$ cat config.mk
export PLATFORM = sky130hd
export DESIGN_NAME = regfile_mp
export DESIGN_NICKNAME = d
export VERILOG_FILES = /design/src/rtl/regfile_pkg.sv /design/src/rtl/regfile_scoreboard.sv /design/src/rtl/regfile_mp.sv
export SDC_FILE = /design/constraint.sdc
export NUM_CORES = 2
export LEC_CHECK = 0
export CORE_ASPECT_RATIO = 2
export CORE_MARGIN = 2
export CORE_UTILIZATION = 55
export CTS_BUF_LIST = sky130_fd_sc_hd__clkbuf_4 sky130_fd_sc_hd__clkbuf_8 sky130_fd_sc_hd__clkbuf_16
export CTS_CLUSTER_SIZE = 20
export DETAILED_ROUTE_END_ITERATION = 6
export PLACE_DENSITY = 0.73
export REMOVE_ABC_BUFFERS = 1
export SLEW_MARGIN = 0
export SYNTH_ARGS = -nofsm -noshare
export SYNTH_HDL_FRONTEND = slang
export SYNTH_HIERARCHICAL = 1
export SYNTH_SLANG_ARGS = --single-unit
$ cat constraint.sdc
create_clock -name clk -period 6.3 [get_ports clk]
set_input_delay 1.26 -clock clk [delete_from_list [all_inputs] [get_ports clk]]
set_output_delay 1.26 -clock clk [all_outputs]
set_load 0.02 [all_outputs]
$ cat src/rtl/regfile_pkg.sv
// Shared definitions for the multi-port register file: default sizes,
// the address-width helper, the hard-wired zero register index and the
// packed read-address vector type for the default configuration.
package regfile_pkg;

  localparam int XLEN_DEF  = 32;
  localparam int NREGS_DEF = 32;
  localparam int NRD_DEF   = 2;
  localparam int ZERO_REG  = 0;

  // Ceiling log2, used to size register addresses from the register count.
  function automatic int clog2(input int value);
    int result;
    result = 0;
    while ((1 << result) < value) begin
      result = result + 1;
    end
    return result;
  endfunction

  typedef logic [NRD_DEF*clog2(NREGS_DEF)-1:0] addr_vec_t;

endpackage

$ cat src/rtl/regfile_scoreboard.sv
// Pending-destination scoreboard for regfile_mp.
// Issue sets a register's pending bit, a write clears it, and an issue that
// collides with a write to the same register leaves it set (newer producer).
// Optional macro REGFILE_BYPASS_EN: a same-cycle write to the addressed
// register hides its pending bit unless that register is also being issued.
module regfile_scoreboard
  import regfile_pkg::*;
#(
  parameter int NREGS = NREGS_DEF,
  parameter int AW    = clog2(NREGS),
  parameter int NRD   = 2,
  parameter int NWR   = 2
) (
  input  logic              clk,
  input  logic              rst_n,
  input  logic [NWR-1:0]    wr_en,
  input  logic [NWR*AW-1:0] wr_addr,
  input  logic              iss_en,
  input  logic [AW-1:0]     iss_rd,
  input  logic [NRD*AW-1:0] rd_addr,
  output logic [NRD-1:0]    rd_busy
);

  logic [NREGS-1:0] pending_reg;

  // Pending vector: clear on write, then set on issue so issue wins a collision.
  always_ff @(posedge clk) begin
    if (!rst_n) begin
      pending_reg <= '0;
    end else begin
      for (int w = 0; w < NWR; w++) begin
        if (wr_en[w] && (wr_addr[w*AW +: AW] != AW'(ZERO_REG))) begin
          pending_reg[wr_addr[w*AW +: AW]] <= 1'b0;
        end
      end
      if (iss_en && (iss_rd != AW'(ZERO_REG))) begin
        pending_reg[iss_rd] <= 1'b1;
      end
    end
  end

  genvar gi;
  generate
    for (gi = 0; gi < NRD; gi++) begin : g_busy
      logic [AW-1:0] addr;
      assign addr = rd_addr[gi*AW +: AW];

`ifdef REGFILE_BYPASS_EN
      // Busy lookup with write forwarding; a same-cycle issue keeps the stored bit.
      always_comb begin
        logic hit;
        hit = 1'b0;
        for (int w = 0; w < NWR; w++) begin
          if (wr_en[w] && (wr_addr[w*AW +: AW] == addr)) begin
            hit = 1'b1;
          end
        end
        rd_busy[gi] = pending_reg[addr];
        if (addr == AW'(ZERO_REG)) begin
          rd_busy[gi] = 1'b0;
        end else if (hit && !(iss_en && (iss_rd == addr))) begin
          rd_busy[gi] = 1'b0;
        end
      end
`else
      // Busy lookup from registered state only; register 0 is never pending.
      always_comb begin
        rd_busy[gi] = 1'b0;
        if (addr != AW'(ZERO_REG)) begin
          rd_busy[gi] = pending_reg[addr];
        end
      end
`endif
    end
  endgenerate

endmodule

$ cat src/rtl/regfile_mp.sv
// Multi-port integer register file with pending scoreboard.
// NRD combinational read ports, NWR write ports (higher index wins on an
// address conflict), register 0 hard-wired to zero.
// Optional macro REGFILE_BYPASS_EN: forwards same-cycle write data to reads.
module regfile_mp
  import regfile_pkg::*;
#(
  parameter int XLEN  = XLEN_DEF,
  parameter int NREGS = NREGS_DEF,
  parameter int NRD   = 2,
  parameter int NWR   = 2,
  parameter int AW    = clog2(NREGS)
) (
  input  logic                clk,
  input  logic                rst_n,
  input  logic [NRD*AW-1:0]   rd_addr,
  output logic [NRD*XLEN-1:0] rd_data,
  output logic [NRD-1:0]      rd_busy,
  input  logic [NWR-1:0]      wr_en,
  input  logic [NWR*AW-1:0]   wr_addr,
  input  logic [NWR*XLEN-1:0] wr_data,
  input  logic                iss_en,
  input  logic [AW-1:0]       iss_rd
);

  logic [XLEN-1:0] regs_reg [NREGS];

  // Storage update: ports applied in ascending order so the highest index wins.
  always_ff @(posedge clk) begin
    if (!rst_n) begin
      for (int r = 0; r < NREGS; r++) begin
        regs_reg[r] <= '0;
      end
    end else begin
      for (int w = 0; w < NWR; w++) begin
        if (wr_en[w] && (wr_addr[w*AW +: AW] != AW'(ZERO_REG))) begin
          regs_reg[wr_addr[w*AW +: AW]] <= wr_data[w*XLEN +: XLEN];
        end
      end
    end
  end

  regfile_scoreboard #(
    .NREGS (NREGS),
    .AW    (AW),
    .NRD   (NRD),
    .NWR   (NWR)
  ) u_scoreboard (
    .clk     (clk),
    .rst_n   (rst_n),
    .wr_en   (wr_en),
    .wr_addr (wr_addr),
    .iss_en  (iss_en),
    .iss_rd  (iss_rd),
    .rd_addr (rd_addr),
    .rd_busy (rd_busy)
  );

  genvar gi;
  generate
    for (gi = 0; gi < NRD; gi++) begin : g_read
      logic [AW-1:0] addr;
      assign addr = rd_addr[gi*AW +: AW];

      // Read mux; register 0 always returns zero regardless of storage.
      always_comb begin
        rd_data[gi*XLEN +: XLEN] = '0;
        if (addr != AW'(ZERO_REG)) begin
          rd_data[gi*XLEN +: XLEN] = regs_reg[addr];
`ifdef REGFILE_BYPASS_EN
          for (int w = 0; w < NWR; w++) begin
            if (wr_en[w] && (wr_addr[w*AW +: AW] == addr)) begin
              rd_data[gi*XLEN +: XLEN] = wr_data[w*XLEN +: XLEN];
            end
          end
`endif
        end
      end
    end
  endgenerate

endmodule

==> Flow_metrics.wiki <==
{| class="wikitable"
! Metric !! Value
|-
| Result of the run || complete, but fails checks
|-
| Violated checks || DRC
|-
| Final worst path period share || 0.9422
|-
| CTS Buffer Depth || 3
|-
| Count of vias placed by the detailed router || around 50000
|-
| Sw power || roughly 4.5 mW
|-
| Hold_buf cts || 0
|-
| DRC violations left || 3
|-
| Number of global-route vias before repair || between 40000 and 50000
|-
| Xor and xnor fraction of the mapped netlist area || 0
|-
| P&R area growth vs syn || 10.49%
|-
| Final Setup Violations || 0
|-
| Nets || around 4200
|-
| Final estimated routing congestion in global placement || 0.9714
|-
| Antenna violations before repair || 17
|-
| Average size of a mapped cell || approximately 15 µm²
|-
| Fraction of layout instances using a drive strength above 1 || 0.2520
|-
| Most used DFF post-synth || sky130_fd_sc_hd__edfxtp_1
|-
| Synth Area in Compound Gates || 0.1976
|-
| Synth warn || 6
|-
| Clock Sink Count || roughly 1100
|-
| Crit path kind || primary input to output port
|-
| Pin count of the biggest net entering global routing || 64
|-
| Arrival time at the worst endpoint || 4.68 ns
|-
| Clock transition at the register clock pins on the worst setup and hold paths after CTS || roughly 0.06 ns
|-
| Final clock skew || 0 ns
|-
| Switching part of the total power || 0.2667
|-
| Count of buffers inserted at the top-level ports || between 150 and 200
|-
| Synth cell types || between 50 and 60
|-
| Post-synthesis mux area share || 0.2036
|-
| Number of DRC markers after the initial detailed-route iteration || roughly 8600
|-
| Worst stage delay on the critical path || just over 0.8 ns
|-
| Rel. slew slack || 0.05932
|-
| Cell family with the largest share of critical-path delay || buffers and inverters
|-
| Proportion of power drawn by the clock network || 0.360
|-
| Final Critical Period || a little under 6 ns
|-
| Data required, critical path || 5.04 ns
|-
| Hold Vio Cnt, Final || 0
|-
| Number of buffer and inverter stages on the critical path || 4
|-
| Placeable core region || 0.1098 mm²
|-
| Worst IR drop on VDD || 0.1948 mV
|-
| Most common library cell in the layout ignoring fill and taps || sky130_fd_sc_hd__edfxtp_1
|-
| Sequential share of the synthesized area || 0.5165
|-
| Main combinational cell family by area after synthesis || multiplexers
|-
| Clock tree from TritonCTS || done
|-
| Die Y-Extent || 474.0 µm
|-
| Avg WL per Cell || approximately 47 µm
|-
| Number of iterations in the first detailed-routing pass || 7
|-
| Max-slew violations || 0
|-
| Worst slack, placed || around 0.66 ns
|-
| Wire length of the first global-routing pass || 356.9 mm
|-
| Ordered list of cells on the worst path || buf_2 > or2_2 > buf_4 > o21ai_0 > a311oi_1 > buf_4 > clkdlybuf4s50_1
|-
| Gr usage total || 0.4604
|-
| Part of the total power dissipated in combinational logic || 0.152
|-
| Resized cells post-CTS || 0
|-
| Internal Power || roughly 12 mW
|-
| Static Leakage || ~22 nW
|-
| Actual transition at the worst max-transition pin || around 1.4 ns
|-
| Post-CTS repair timing setup buffer count || 0
|-
| Max Fclk || roughly 170 MHz
|-
| Via-to-Cell Ratio || slightly below 9
|-
| Max-capacitance violation count || 0
|-
| Sort of element at the end of the critical path || output port
|-
| Top library cells by usage in the layout, fill and taps aside || sky130_fd_sc_hd__edfxtp_1, sky130_fd_sc_hd__a22o_1, sky130_fd_sc_hd__mux4_2, sky130_fd_sc_hd__buf_4, sky130_fd_sc_hd__mux2i_1
|-
| Slowest cell on crit path || sky130_fd_sc_hd__a311oi_1
|-
| Count of pins on the block boundary || 160
|-
| Hold crit path type || flop to flop
|-
| Number of placement rows || around 170
|-
| CTS H-tree depth || 3
|-
| Crit path top cell by count || sky130_fd_sc_hd__buf_4
|-
| Area enclosed by the die boundary || between 0.1 and 0.15 mm²
|-
| Cell count after synthesis || ~4200
|-
| Final routed wirelength across all metal layers || between 200 and 300 mm
|-
| Post-route setup TNS || 0 ns
|-
| Setup slack after layout || about 0.36 ns
|-
| DP HPWL || 151.7 mm
|-
| Number of synthesized flops with an enable pin || 1024
|-
| Register share of total power || 0.489
|-
| Largest register FFs || 1024
|-
| Post-synthesis register bit count || 1055
|-
| Clock buffer count from CTS || 93
|-
| Horiz. Die Dim || 239.0 µm
|-
| Clock latency on the worst-skew pair || 0.72 ns
|-
| Simple-gate area share of the yosys netlist || 0.03660
|-
| Number of antenna-violating nets in the routed design || 0
|-
| Netlist area before placement || slightly above 0.06 mm²
|-
| Adder-cell share of the synthesized area || 0
|-
| Root Buffer Master || sky130_fd_sc_hd__clkbuf_16
|-
| FFs w/ async S/R, synth || 0
|-
| Residual overflow from global routing || 0
|-
| Setup crit start kind || primary input
|-
| Maximum fanout along the worst path || 32
|-
| Effective utilization at floorplan || 0.5534
|-
| RSZ-0062 raised after global routing || no
|-
| Core Util, Final || 0.6115
|-
| Total power divided by cell area || between 200 and 300 mW/mm²
|}
==> cells in the mapped netlist, types with 5 or more instances <==
cell                        number  area, µm²
sky130_fd_sc_hd__a211oi_1       66      495.5
sky130_fd_sc_hd__mux2i_1       146       1461
sky130_fd_sc_hd__nand4b_1        5      43.79
sky130_fd_sc_hd__nand3_1         6      30.03
sky130_fd_sc_hd__mux2_2         64      720.7
sky130_fd_sc_hd__a21oi_1         7      35.03
sky130_fd_sc_hd__a22o_1        992       8688
sky130_fd_sc_hd__buf_6          24      270.3
sky130_fd_sc_hd__o2111ai_1      16      140.1
sky130_fd_sc_hd__nand3b_1       28      210.2
sky130_fd_sc_hd__mux4_2        450      10130
sky130_fd_sc_hd__nor2b_1       115      719.4
sky130_fd_sc_hd__buf_4          13      97.59
sky130_fd_sc_hd__o21ai_1        11      55.05
sky130_fd_sc_hd__nor2_2         11      68.82
sky130_fd_sc_hd__o21ai_0       103      515.5
sky130_fd_sc_hd__nor2_1         68      255.2
sky130_fd_sc_hd__a221oi_1       52      455.4
sky130_fd_sc_hd__buf_2         135      675.7
sky130_fd_sc_hd__dfxtp_1        31      620.6
sky130_fd_sc_hd__nor3_4          8      130.1
sky130_fd_sc_hd__a22oi_1       124      930.9
sky130_fd_sc_hd__nor3b_4         7      131.4
sky130_fd_sc_hd__clkbuf_1      442       1659
sky130_fd_sc_hd__a311oi_1       64      560.5
sky130_fd_sc_hd__and2_1          5      31.28
sky130_fd_sc_hd__nand2b_1       11      68.82
sky130_fd_sc_hd__nor3_1         10      50.05
sky130_fd_sc_hd__edfxtp_1     1024      30750
sky130_fd_sc_hd__nand2_1        75      281.5
sky130_fd_sc_hd__inv_1           6      22.52
==> through the flow <==
stage / hold WS [ns] / power, mW / area [µm²] / std cells
after floorplan: 0.4932 / 9.522 / 58110 / 3575
after global placement: 0.5121 / 10.86 / 63920 / 5365
after detailed placement: 0.5232 / 10.91 / 63920 / 5365
after CTS: 0.5483 / 16.85 / 67070 / 5535
after global routing: 0.5799 / 17.26 / 67080 / 5536
final: 0.5606 / 17.04 / 67110 / 5551
==> tightest hold or removal path: cells and delay by family, from the launching register on <==
family	cells	cell delay, ns
compound gates	1	0.07
flops	1	0.35
simple gates	1	0.10
==> worst paths after layout <==
kind / slack, ns / end / startpoint / depth (start not counted)
worst max-delay path: 0.36 / rd_data[18] / rd_addr[3] / 7
worst min-delay path: 0.56 / u_scoreboard/pending_reg[31]$_SDFF_PN0_ / u_scoreboard/pending_reg[31]$_SDFF_PN0_ / 2
worst max register to register: 5.59 / u_scoreboard/pending_reg[11]$_SDFF_PN0_ / u_scoreboard/pending_reg[11]$_SDFF_PN0_ / 2
worst min register to register: 0.56 / u_scoreboard/pending_reg[31]$_SDFF_PN0_ / u_scoreboard/pending_reg[31]$_SDFF_PN0_ / 2
==> layout make-up <==
cell class                      instances  area [µm²]
Inverter                                6       25.02
Antenna cell                           16       40.04
Timing Repair Buffer                  398        3661
Clock inverter                         56       616.8
Clock buffer                          114        2537
Fill cell                            8203       42640
Tap cell                             1392        1742
Multi-Input combinational cell       2514       27120
Sequential cell                      1055       31370
==> kinds of logic (layout without fill, tap and decap cells) <==
family                 after synthesis  count (layout)
AO/OA/AOI/OAI                     1447            1447
flip-flops                        1055            1055
multiplexers                       662             662
buffers and inverters              624             574
AND/OR/NAND/NOR                    373             373
other                                1              48
==> routing by layer <==
layer,vias up,global-route usage,share of wire,routed length [µm]
li1,17450,-,-,-
met1,23860,0.4979,0.28,73900
met2,5519,0.6803,0.44,115500
met3,1854,0.1989,0.16,42070
met4,28,0.4183,0.12,30250
met5,-,0,0.00086,224
==> power groups by stage <==
| stage | sequential [mW] | clock [mW] | combinational, mW |
|---|---|---|---|
| global placement | 8.42 | 0 | 2.44 |
| global route | 8.35 | 6.32 | 2.60 |
| detailed placement | 8.46 | 0 | 2.46 |
| finish | 8.33 | 6.13 | 2.58 |
| floorplan | 8.37 | 0 | 1.15 |
| CTS | 8.31 | 6.08 | 2.47 |
Note: power is estimated with default switching activity, not from simulation.
